[config.mk]
export PLATFORM = sky130hd
export DESIGN_NAME = otter_intr_ctrl
export DESIGN_NICKNAME = d
export VERILOG_FILES = /design/src/rtl/otter_intr_ctrl.sv
export SDC_FILE = /design/constraint.sdc
export NUM_CORES = 1
export LEC_CHECK = 0
export ABC_CLOCK_PERIOD_IN_PS = 1460
export BUFFER_PORTS_ARGS = -buffer_cell sky130_fd_sc_hd__buf_2
export CORE_ASPECT_RATIO = 1.5
export CORE_UTILIZATION = 43
export CTS_CLUSTER_DIAMETER = 50
export CTS_CLUSTER_SIZE = 20
export DETAILED_ROUTE_END_ITERATION = 10
export GPL_TIMING_DRIVEN = 0
export PLACE_DENSITY = 0.72
export REMOVE_ABC_BUFFERS = 1
export SLEW_MARGIN = 20
export SYNTH_ARGS = -nofsm -noshare
export SYNTH_HDL_FRONTEND = slang
export SYNTH_SLANG_ARGS = --single-unit
[constraint.sdc]
create_clock -name CLK -period 1.46 [get_ports CLK]
set_clock_uncertainty 0.15 [all_clocks]
set_input_delay 0.219 -clock CLK [delete_from_list [all_inputs] [get_ports CLK]]
set_output_delay 0.219 -clock CLK [all_outputs]
set_load 0.05 [all_outputs]
[src/rtl/otter_intr_ctrl.sv]
// otter_intr_ctrl
// Interrupt controller for the multicycle OTTER core. Raw interrupt lines are
// synchronized, latched into a pending vector (edge or level per source),
// qualified by the enable register and the CSR global enable, and presented
// as a registered INTR request together with the ID of the winning source.
// Once the control FSM takes the interrupt, new requests are blocked until
// the handler executes MRET.
//
// Ports:
//   CLK        system clock, rising edge
//   RST        asynchronous active-high reset
//   IRQ_IN     raw asynchronous interrupt lines
//   EDGE_MODE  per-source mode: 1 = rising-edge latched, 0 = level
//   MASK_WR    enable register write strobe
//   MASK_DIN   enable register write data
//   MIE        global interrupt enable from the CSR file
//   INT_TAKEN  one-cycle pulse when the control FSM enters its interrupt state
//   MRET       one-cycle pulse when the handler returns
//   INTR       registered interrupt request
//   CAUSE      ID of the source being requested or serviced
//   PENDING    pending vector (mip readback)
//   ENABLE     enable register
module otter_intr_ctrl #(
   parameter int N_SRC       = 4,
   parameter int SYNC_STAGES = 2
) (
   input  logic                       CLK,
   input  logic                       RST,
   input  logic [N_SRC-1:0]           IRQ_IN,
   input  logic [N_SRC-1:0]           EDGE_MODE,
   input  logic                       MASK_WR,
   input  logic [N_SRC-1:0]           MASK_DIN,
   input  logic                       MIE,
   input  logic                       INT_TAKEN,
   input  logic                       MRET,
   output logic                       INTR,
   output logic [$clog2(N_SRC)-1:0]   CAUSE,
   output logic [N_SRC-1:0]           PENDING,
   output logic [N_SRC-1:0]           ENABLE
);

   localparam int CW = $clog2(N_SRC);

   typedef enum logic [1:0] {
      ST_IDLE,
      ST_REQ,
      ST_SERVICE
   } state_t;

   // sync_reg[SYNC_STAGES-1] is the fully synchronized sample of each line
   logic [SYNC_STAGES-1:0][N_SRC-1:0] sync_reg;
   logic [N_SRC-1:0]                  prev_reg;
   logic [N_SRC-1:0]                  pending_reg;
   logic [N_SRC-1:0]                  enable_reg;
   logic                              intr_reg;
   logic [CW-1:0]                     cause_reg;
   state_t                            state_reg;

   logic [N_SRC-1:0]                  sync_s;
   logic [N_SRC-1:0]                  rise;
   logic [N_SRC-1:0]                  act;
   logic [CW-1:0]                     winner;
   logic                              take_now;

   assign sync_s   = sync_reg[SYNC_STAGES-1];
   assign rise     = sync_s & ~prev_reg;
   assign act      = pending_reg & enable_reg;
   // Only a take while actually requesting retires an event
   assign take_now = (state_reg == ST_REQ) && INT_TAKEN;

   // Lowest set index wins: scan downward so the last hit is the smallest
   always_comb begin
      winner = '0;
      for (int i = N_SRC - 1; i >= 0; i--) begin
         if (act[i]) begin
            winner = CW'(i);
         end
      end
   end

   always_ff @(posedge CLK or posedge RST) begin
      if (RST) begin
         sync_reg <= '0;
         prev_reg <= '0;
      end else begin
         sync_reg <= {sync_reg[SYNC_STAGES-2:0], IRQ_IN};
         prev_reg <= sync_s;
      end
   end

   always_ff @(posedge CLK or posedge RST) begin
      if (RST) begin
         enable_reg <= '0;
      end else if (MASK_WR) begin
         enable_reg <= MASK_DIN;
      end
   end

   genvar gi;
   generate
      for (gi = 0; gi < N_SRC; gi++) begin : g_pending
         logic clear_hit;
         // CAUSE is frozen at the take, so it names the retired source
         assign clear_hit = take_now && (cause_reg == CW'(gi));

         always_ff @(posedge CLK or posedge RST) begin
            if (RST) begin
               pending_reg[gi] <= 1'b0;
            end else if (!EDGE_MODE[gi]) begin
               pending_reg[gi] <= sync_s[gi];
            end else if (rise[gi]) begin
               // a new edge in the same cycle as the take must not be lost
               pending_reg[gi] <= 1'b1;
            end else if (clear_hit) begin
               pending_reg[gi] <= 1'b0;
            end
         end
      end
   endgenerate

   always_ff @(posedge CLK or posedge RST) begin
      if (RST) begin
         state_reg <= ST_IDLE;
         intr_reg  <= 1'b0;
         cause_reg <= '0;
      end else begin
         case (state_reg)
            ST_IDLE: begin
               if (MIE && (act != '0)) begin
                  intr_reg  <= 1'b1;
                  cause_reg <= winner;
                  state_reg <= ST_REQ;
               end
            end
            ST_REQ: begin
               if (INT_TAKEN) begin
                  intr_reg  <= 1'b0;
                  state_reg <= ST_SERVICE;
               end else if (!MIE || (act == '0)) begin
                  intr_reg  <= 1'b0;
                  state_reg <= ST_IDLE;
               end else begin
                  cause_reg <= winner;
               end
            end
            ST_SERVICE: begin
               intr_reg <= 1'b0;
               if (MRET) begin
                  state_reg <= ST_IDLE;
               end
            end
            default: begin
               intr_reg  <= 1'b0;
               state_reg <= ST_IDLE;
            end
         endcase
      end
   end

   assign INTR    = intr_reg;
   assign CAUSE   = cause_reg;
   assign PENDING = pending_reg;
   assign ENABLE  = enable_reg;

endmodule
==> impl_results.md <==
- CP required: 1520 ps
- Complex-gate fraction of the synthesized area: 10.6%
- Gr ovfl total: 0
- Clock latency on the worst-skew pair: 310 ps
- Minimum clock period: 1610 ps
- Synth Register Bits: 25
- Total CTS buffers: 3
- Root buf cell: clkbuf_4
- Crit end category: register
- Slew Viols, Final: 0
- LEAKAGE: 0.000620 µW
- Hold Fails Final Rpt: 0
- Startpoint types: register
- Vias/cell: 5.11
- Max Cap Viol: 0
- Starting density of the core: 47.2%
- Headroom to the max-slew limit: 65.2%
- Period utilization: 110%
- Simple-gate share of the synthesized area: 12.6%
- Largest family of logic cells by synthesized area: simple AND/OR/NAND/NOR gates
- First-pass GRT wire length: 2970 µm
- Clock sinks: 25
- Sequential area share after synthesis: 69.7%
- Delay-heaviest family, CP: flip-flops
- Core Area: 1900 µm²
- DR WL/cell: 14.9 µm
- N_diodes: 0
- Area growth, synth to finish: 45.5%
- Worst path buffer plus inverter count: 0
- Pwr Density: 1310 nW/µm²
- # setup viols final: 2
- GRT Overall Usage: 18.7%
- Fraction of layout cells with a size suffix above 1: 44.9%
- DRC: 0
- Port buffer count: 28
- Routed Wire Length: 2070 µm
- Multi-input logic area: 278 µm²
- Internal: 1110 µW
- Placed insts: 114
- Synth Cell Area: 897 µm²
- Slowest-stage cell, CP: dfrtp_1
- Clk slew on worst S/H paths: 120 ps
- Fillcell total: 151
- CTS tree: done
- Sequential power share: 49.9%
- Net Sw Frac: 35.4%
- Failing checks: negative setup slack
- Synth warn: 0
- Critical Path Fanout Max: 2
- Adder-cell area share of the yosys netlist: 0%
- Max Buffers Root-to-Sink: 2
- Synth Instances: 65
- Die extent in x: 39.3 µm
- Max Freq: 0.623 GHz
- Initial drt markers: 15
- H-tree level count: 1
- Critical setup path kind: register to register
- Worst slack, placed: -180 ps
- Minimum hold slack: 4.45 ps
- Number of global-route vias before repair: 710
- Clk pwr share: 17.1%
- Worst path arrival time: 1660 ps
- Largest net degree at the start of global routing: 26
- I/O pin count: 29
- Slew @ Worst Pin: 521 ps
- Remaining antenna violation count: 0
- Nets@finish: 137
- Initial antenna violation count: 0
- NetSw: 607 µW
- Critical path, cell by cell: a22o_1 > or2_4 > and2_4 > mux2_4
- Unrepaired setup endpoints after global routing: yes
- Kind of path behind the tightest hold check: input port to register
- Outcome: complete, but fails checks
- Dpl hpwl: 1160 µm
- Placer Congestion: 0.692
- Final Non-Filler Cells: 139
- Row count: 19
- Die Area: 2280 µm²
- Synth cell types: 20
- DRT Pass-1 Iters: 4
- Via Count: 710
- Peak VDD IR: 0.000877 V
- Multiplexer area fraction after synthesis: 6.69%
- Die Span Y: 57.9 µm
- Avg Cell Area, Syn: 13.8 µm²
- Comb power frac: 33.0%
- Worst Setup Slack, final: -146 ps
- Worst R2R Setup Slack: -150 ps
- Total power: 1710 µW
- Max stage delay on crit path: 430 ps
- Total area of sequential cells: 626 µm²
- XOR/XNOR share of the synthesized area: 0%
-- layout make-up --
type                            count  share of cell area [%]
Sequential cell                    25                    47.9
Timing Repair Buffer               49                    26.2
Multi-Input combinational cell     39                    21.3
Clock buffer                        4                    2.01
Tap cell                           21                    2.01
Inverter                            1                   0.575
-- tightest hold or removal path: stages --
cell and delay (ps):
buf_2 110, o311ai_1 60, nand2_1 50
-- cells in the final DEF (no fill, tap or decap), types with 2 or more instances in the layout --
cell / synthesis / final
dfrtp_1: 25 / 25
buf_2: 0 / 22
buf_4: 0 / 15
dlygate4sd3_1: 0 / 10
nand2_1: 9 / 9
mux2_2: 4 / 4
clkbuf_4: 0 / 4
a32o_1: 3 / 3
a21oi_1: 5 / 3
nor2_1: 2 / 2
nand3b_1: 2 / 2
a22o_1: 2 / 2
a21oi_2: 0 / 2
-- per-layer routing --
metal  part of all wire [%]  GRT usage (%)  wire length (µm)  vias to the layer above
met1                     37           22.0               770                      337
met5                      0              0                 0                        -
met3                    3.7           1.15                77                        4
met2                     58           33.8              1200                       29
met4                    1.0           7.39                21                        0
li1                       -              -                 -                      340
-- power by group through the flow --
stage          Combinational [µW]  Clock [µW]  Sequential, µW
5_1_grt                       600         324             864
6_report                      566         292             854
4_1_cts                       518         305             850
3_3_place_gp                  434           0             866
3_5_place_dp                  444           0             870
2_1_floorplan                 138           0            1050
-- final timing paths --
| check | start | endpoint | cells after the start |
|---|---|---|---|
| max in group asynchronous | RST | state_reg[1] | 3 |
| min | EDGE_MODE[0] | PENDING[0] | 3 |
| min reg2reg | sync_reg[3] | sync_s[3] | 0 |
| min in group asynchronous | RST | PENDING[2] | 3 |
| max | PENDING[3] | CAUSE[0] | 4 |
| max reg2reg | PENDING[3] | CAUSE[0] | 4 |
-- timing repair --
item,CTS,global route
hold endpoints to repair,34,0
endpoints found under the setup margin,1,32
resized for setup,3,12
hold buffers,10,0
setup buffers,7,4
pin swaps,4,3
-- metrics by stage --
step                utilization (%)  TNS (ps)  area [µm²]
finish                         68.6      -175        1310
global placement               55.9      -167        1060
detailed placement             55.9      -180        1060
floorplan                         -      -571         897
CTS                            65.8      -167        1250
global route                   68.6      -296        1310
-- cell usage after synthesis --
master    instances  area [µm²]
o311ai_0          1        8.76
or2_4             1        8.76
a32oi_1           1        8.76
and2_1            1        6.26
a32o_1            3        30.0
mux2_2            4        45.0
a21oi_1           5        25.0
and2_4            1        8.76
nand2_1           9        33.8
mux2_4            1        15.0
dfrtp_1          25         626
nand2b_1          1        6.26
nor2b_1           2        12.5
nand3b_1          2        15.0
o21ai_0           1        5.00
nand4b_1          1        8.76
nor2_1            2        7.51
nand3_1           1        5.00
a22o_1            2        17.5
inv_1             1        3.75
-- cell families after synthesis --
family / Yosys count
AO/OA/AOI/OAI: 13
buffers and inverters: 1
flip-flops: 25
multiplexers: 5
AND/OR/NAND/NOR: 21
Power figures use the tool's default switching activity.
